--- src/rtl/wb_result_stage.sv ---
// wb_result_stage: registered writeback stage with five-source result select, load extraction and retire counter
//
// Ports:
//   clk, reset                      rising-edge clock, synchronous active-high reset
//   in_valid / in_ready             MEM-stage handshake (in_ready depends on state only)
//   reg_write_mode                  0/3 ALU, 1 load, 2 PC+4, 4 imm, 5 CSR, 6/7 illegal
//   reg_write, rd, funct3, addr_lo  write intent, destination, load size/sign, load byte offset
//   ALU_result, PC_plus_4, imm,
//   csr_rdata, read_data            candidate results and raw memory word
//   mem_rvalid                      read_data valid this cycle
//   rf_we, rf_rd, rf_wdata          registered register-file write port
//   misaligned, illegal_mode        one-cycle fault pulses on retire
//   instret                         retired-instruction counter (wraps)
module wb_result_stage #(
    parameter int XLEN  = 32,
    parameter int CNT_W = 64
) (
    input  logic                          clk,
    input  logic                          reset,
    input  logic                          in_valid,
    output logic                          in_ready,
    input  logic [2:0]                    reg_write_mode,
    input  logic                          reg_write,
    input  logic [4:0]                    rd,
    input  logic [2:0]                    funct3,
    input  logic [$clog2(XLEN/8)-1:0]     addr_lo,
    input  logic [XLEN-1:0]               ALU_result,
    input  logic [XLEN-1:0]               PC_plus_4,
    input  logic [XLEN-1:0]               imm,
    input  logic [XLEN-1:0]               csr_rdata,
    input  logic [XLEN-1:0]               read_data,
    input  logic                          mem_rvalid,
    output logic                          rf_we,
    output logic [4:0]                    rf_rd,
    output logic [XLEN-1:0]               rf_wdata,
    output logic                          misaligned,
    output logic                          illegal_mode,
    output logic [CNT_W-1:0]              instret
);
    localparam int AW = $clog2(XLEN/8);

    typedef enum logic {IDLE, WAIT_MEM} state_t;
    state_t state, state_nx;

    logic [4:0]      l_rd;
    logic            l_rw;
    logic [2:0]      l_f3;
    logic [AW-1:0]   l_al;
    logic            waiting, is_load, accept, retire;
    logic [2:0]      s_mode, s_f3, f3e;
    logic [4:0]      s_rd;
    logic            s_rw, uns, mis, ill, fault;
    logic [1:0]      sz;
    logic [AW-1:0]   s_al, lane;
    logic [XLEN-1:0] sh, ld_data, result;

    assign waiting  = state == WAIT_MEM;
    assign in_ready = state == IDLE;
    assign is_load  = reg_write_mode == 3'd1;
    assign accept   = in_valid && state == IDLE;

    // While waiting, the retiring instruction is the latched load, not the live inputs
    assign s_mode = waiting ? 3'd1 : reg_write_mode;
    assign s_f3   = waiting ? l_f3 : funct3;
    assign s_al   = waiting ? l_al : addr_lo;
    assign s_rd   = waiting ? l_rd : rd;
    assign s_rw   = waiting ? l_rw : reg_write;

    // Codes without a native meaning at this XLEN collapse to LW
    assign f3e  = (s_f3 == 3'b111 || (XLEN == 32 && (s_f3 == 3'b011 || s_f3 == 3'b110))) ? 3'b010 : s_f3;
    assign sz   = f3e[1:0];
    assign uns  = f3e[2];
    assign lane = sz == 2'd0 ? s_al : sz == 2'd1 ? (s_al & ~AW'(1)) : sz == 2'd2 ? (s_al & ~AW'(3)) : '0;
    assign sh   = read_data >> {lane, 3'b000};

    assign ld_data = sz == 2'd0 ? (uns ? XLEN'(sh[7:0])  : XLEN'($signed(sh[7:0]))) :
                     sz == 2'd1 ? (uns ? XLEN'(sh[15:0]) : XLEN'($signed(sh[15:0]))) :
                     sz == 2'd2 ? (uns ? XLEN'(sh[31:0]) : XLEN'($signed(sh[31:0]))) : read_data;

    assign mis   = s_mode == 3'd1 && (sz == 2'd1 ? s_al[0] : sz == 2'd2 ? s_al[1:0] != 2'd0 :
                                      sz == 2'd3 ? s_al != '0 : 1'b0);
    assign ill   = s_mode[2] && s_mode[1];
    assign fault = mis || ill;

    assign result = (s_mode == 3'd0 || s_mode == 3'd3) ? ALU_result :
                    s_mode == 3'd1 ? ld_data :
                    s_mode == 3'd2 ? PC_plus_4 :
                    s_mode == 3'd4 ? imm :
                    s_mode == 3'd5 ? csr_rdata : '0;

    always_comb begin
        state_nx = state;
        retire   = 1'b0;
        if (waiting) begin
            retire   = mem_rvalid;
            state_nx = mem_rvalid ? IDLE : WAIT_MEM;
        end else if (accept) begin
            retire   = !is_load || mem_rvalid;
            state_nx = (is_load && !mem_rvalid) ? WAIT_MEM : IDLE;
        end
    end

    always_ff @(posedge clk) begin
        if (reset) begin
            state        <= IDLE;
            rf_we        <= 1'b0;
            rf_rd        <= '0;
            rf_wdata     <= '0;
            misaligned   <= 1'b0;
            illegal_mode <= 1'b0;
            instret      <= '0;
        end else begin
            state        <= state_nx;
            rf_we        <= retire && s_rw && s_rd != 5'd0 && !fault;
            misaligned   <= retire && mis;
            illegal_mode <= retire && ill;
            if (retire) begin
                rf_rd    <= s_rd;
                rf_wdata <= fault ? '0 : result;
                instret  <= instret + CNT_W'(1);
            end
        end
    end

    always_ff @(posedge clk) begin
        if (accept && is_load && !mem_rvalid) begin
            l_rd <= rd;
            l_rw <= reg_write;
            l_f3 <= funct3;
            l_al <= addr_lo;
        end
    end
endmodule

--- config.mk ---
export PLATFORM = sky130hd
export DESIGN_NAME = wb_result_stage
export DESIGN_NICKNAME = d
export VERILOG_FILES = /design/src/rtl/wb_result_stage.sv
export SDC_FILE = /design/constraint.sdc
export NUM_CORES = 1
export LEC_CHECK = 0
export CELL_PAD_IN_SITES_DETAIL_PLACEMENT = 1
export CELL_PAD_IN_SITES_GLOBAL_PLACEMENT = 2
export CORE_MARGIN = 2
export CORE_UTILIZATION = 26
export CTS_CLUSTER_SIZE = 12
export DETAILED_ROUTE_END_ITERATION = 7
export PLACE_DENSITY = 0.95
export SLEW_MARGIN = 20
export SYNTH_ARGS = -nofsm -noshare
export SYNTH_HDL_FRONTEND = slang
export SYNTH_SLANG_ARGS = --single-unit
--- constraint.sdc ---
create_clock -name clk -period 5.9 [get_ports clk]
set_clock_uncertainty 0.05 [all_clocks]
set_input_delay 0.885 -clock clk [delete_from_list [all_inputs] [get_ports clk]]
set_output_delay 0.885 -clock clk [all_outputs]
set_load 0.01 [all_outputs]
==> summary.txt <==
Status - finished clean
Cts hold-fix bufs - 0
Syn nets - 1020
Net Sw Power - 604.2 uW
DPL Wire Length - 23950 um
Die Wd - 169.2 um
Core area - 26880 um2
Final estimated routing congestion in global placement - 0.9116
Crit path cell chain - clkdlybuf4s50_1 -> buf_4 -> or4b_2 -> o22ai_1 -> a21o_1 -> or4_1 -> o311ai_0
Largest net degree at the start of global routing - 75
Critical Path RT - 6110 ps
Ratio of cells with drive above 1 in the final layout - 0.07770
Mapped Cells - 841
Maximum clock frequency - 291.5 MHz
DIE AREA - 28640 um2
Max_slew headroom - 0.2713
Grt ovf - 0
Crit Path Class - input pin to flip-flop
Commonest cells after routing, fill and taps aside - clkdlybuf4s50_1, dfxtp_1, nor2_1, a21oi_1, nand2_1
Die Y-Extent - 169.2 um
Clock root cell - clkbuf_16
Max Slew Vio Count - 0
Top FF cell, synth - dfxtp_1
Leakage - 3.414 nW
Synthesized area per cell - 8.442 um2
Post-route ant nets - 0
Reg area - 2432 um2
Setup_tns - 0 ps
Input/output buffers - 282
DP Cell Count - 1404
Crit-path slowest cell - a21o_1
Postcts setup bufs - 0
CTS sink cnt - 116
Final Net Count - 1261
Crit-path max cell delay - 690 ps
Clk network pwr share - 0.452
Total power divided by cell area - 214.1 nW/um2
Synth unique cells - 69
HP Class - flip-flop to flip-flop
Layout Cells excl Fill - 1437
Post-synth ARST share - 0
Via count - 8069
Skew-Pair Late Insertion Delay - 410 ps
Final wirelength - 31850 um
Sw Share - 0.2626
Logic pwr share - 0.185
Vias in the first global route - 8318
P&R area growth vs syn - 51.39%
Max cap viols - 0
Crit path DAT - 3640 ps
Commonest non-fill, non-tap cell in the layout - clkdlybuf4s50_1
Final hold slack - 435.4 ps
CTS Buf Count - 17
Worst IR Drop VDD - 168.9 uV
CTS tree - built
Final setup margin - 2469 ps
Cell area after layout - 10750 um2
Clock transition at path regs - 60 ps
Post-synth EDFFs - 11
Total power - 2.301 mW
Starting DRT DRC Count - 534
DP Area - 10140 um2
H-tree Lvls - 4
Clock Tree Buf Depth - 2
PostCTS Resize Cnt - 0
Unrepaired setup endpoints after global routing - false
CP max FO - 33
Via/cell ratio - 5.615
Layout filler cell count - 3115
Sequential power share - 0.363
Top Ports - 283
Initial DRT Pass Iterations - 5
Synth Warn # - 0
Endpoints failing setup - 0
Worst setup SP type - input pin
Clock period minus worst slack - 3431 ps
Post-synthesis register bit count - 116
Initial Util - 0.2642
Antenna violations before repair - 2
Fin util - 0.3999
Critical path capture point type - flip-flop
Worst slew pin tran - 1090 ps
First-pass GRT wire length - 49050 um
Internal power - 1.697 mW
Synthesized area - 7099 um2
Row cnt - 60
Post-route DRC - 0
Global-route usage over all layers - 0.2203
Final Cycle Share - 0.5815
Multi-input gate area - 4348 um2
Routed len/inst - 22.17 um
Pre-CTS WS - 1811 ps
Post-synthesis sequential area ratio - 0.3426
Final Hold Violating Endpoints - 0
==> synth_stat cells, types with 6 or more instances <==
cell        n  area share
o41ai_1    16       0.020
mux4_2      8       0.025
o32ai_1     7      0.0086
o311ai_0    8      0.0099
or3_1      12       0.011
and3_1      8      0.0070
dfxtp_1   105        0.30
a21oi_1    69       0.049
nor4_1     14       0.012
nand3b_1   25       0.026
or4_1      24       0.025
xor2_1     15       0.019
a222oi_1    7      0.0099
a21boi_0    7      0.0074
nor2_1     70       0.037
buf_2      12      0.0085
o21ai_0    21       0.015
nand2_1    56       0.030
xnor2_1    24       0.030
and4_1      9       0.011
a311o_1    16       0.023
clkbuf_1   53       0.028
and2_1     19       0.017
a31oi_1     7      0.0062
mux2_2     10       0.016
o221ai_1   16       0.020
mux2i_1     7      0.0099
o22ai_1    24       0.021
a211oi_1    6      0.0063
edfxtp_1   11       0.047
a22oi_1     9      0.0095
nand4_1    21       0.019
nor3_1     11      0.0078
o31ai_1    16       0.017
nand3_1    44       0.031
==> cells by family (layout without fill, tap and decap cells) <==
group | after synthesis | after routing | synth area share
flip-flops | 116 | 116 | 0.3426
adder cells (fa/ha/maj) | 1 | 1 | 0.001762
other | 0 | 2 | 0
XOR/XNOR | 39 | 39 | 0.04811
AND/OR/NAND/NOR | 341 | 341 | 0.2734
buffers and inverters | 79 | 332 | 0.04758
AO/OA/AOI/OAI | 239 | 239 | 0.2335
multiplexers | 26 | 26 | 0.05305
==> area by class of cell <==
| cell class | count | share of cell area |
|---|---|---|
| Multi-Input combinational cell | 646 | 0.4045 |
| Timing Repair Buffer | 296 | 0.2722 |
| Sequential cell | 116 | 0.2263 |
| Clock buffer | 24 | 0.04866 |
| Tap cell | 341 | 0.03970 |
| Clock inverter | 7 | 0.006403 |
| Inverter | 5 | 0.001746 |
| Antenna cell | 2 | 0.0004657 |
==> critical path: cells and delay by family <==
family                 cells  cell delay, ps
and+or+nand+nor            2             850
AOI/OAI and AO/OA          3            1050
buffers and inverters      2             810
==> path summary, 6_finish.rpt <==
path | from | to | slack [ps] | cells after the start
max | reg_write_mode[0] | rf_wdata[11]$_SDFFE_PP0N_ | 2470 | 7
min | rf_wdata[7]$_SDFFE_PP0N_ | rf_wdata[7]$_SDFFE_PP0N_ | 440 | 2
max reg2reg | state$_SDFF_PP0_ | instret[51]$_SDFFE_PP0N_ | 2900 | 6
min reg2reg | rf_wdata[7]$_SDFFE_PP0N_ | rf_wdata[7]$_SDFFE_PP0N_ | 440 | 2
==> metal layers <==
layer  GRT usage  wire, um  share of wire  vias to the layer above
met3     0.05620      2242          0.070                       52
met5           0         0              0                        -
met2      0.3688     15300           0.48                      340
met4     0.07618       916          0.029                        0
li1            -         -              -                     3752
met1      0.2750     13390           0.42                     3925
==> power groups by stage <==
stage / Clock, mW / Sequential (mW) / Combinational, mW
after floorplan: 0 / 0.859 / 0.165
after global placement: 0 / 0.852 / 0.415
after detailed placement: 0 / 0.852 / 0.423
after CTS: 1.06 / 0.836 / 0.425
after global routing: 1.09 / 0.838 / 0.453
final: 1.04 / 0.836 / 0.426
==> registers in the layout (all words and copies together) (netlist names) <==
register      count
state             1
l_rw              1
illegal_mode      1
rf_rd             5
instret          64
l_rd              5
l_al              2
misaligned        1
rf_wdata         32
rf_we             1
l_f3              3
No activity file was read; power rests on OpenSTA's default activity.
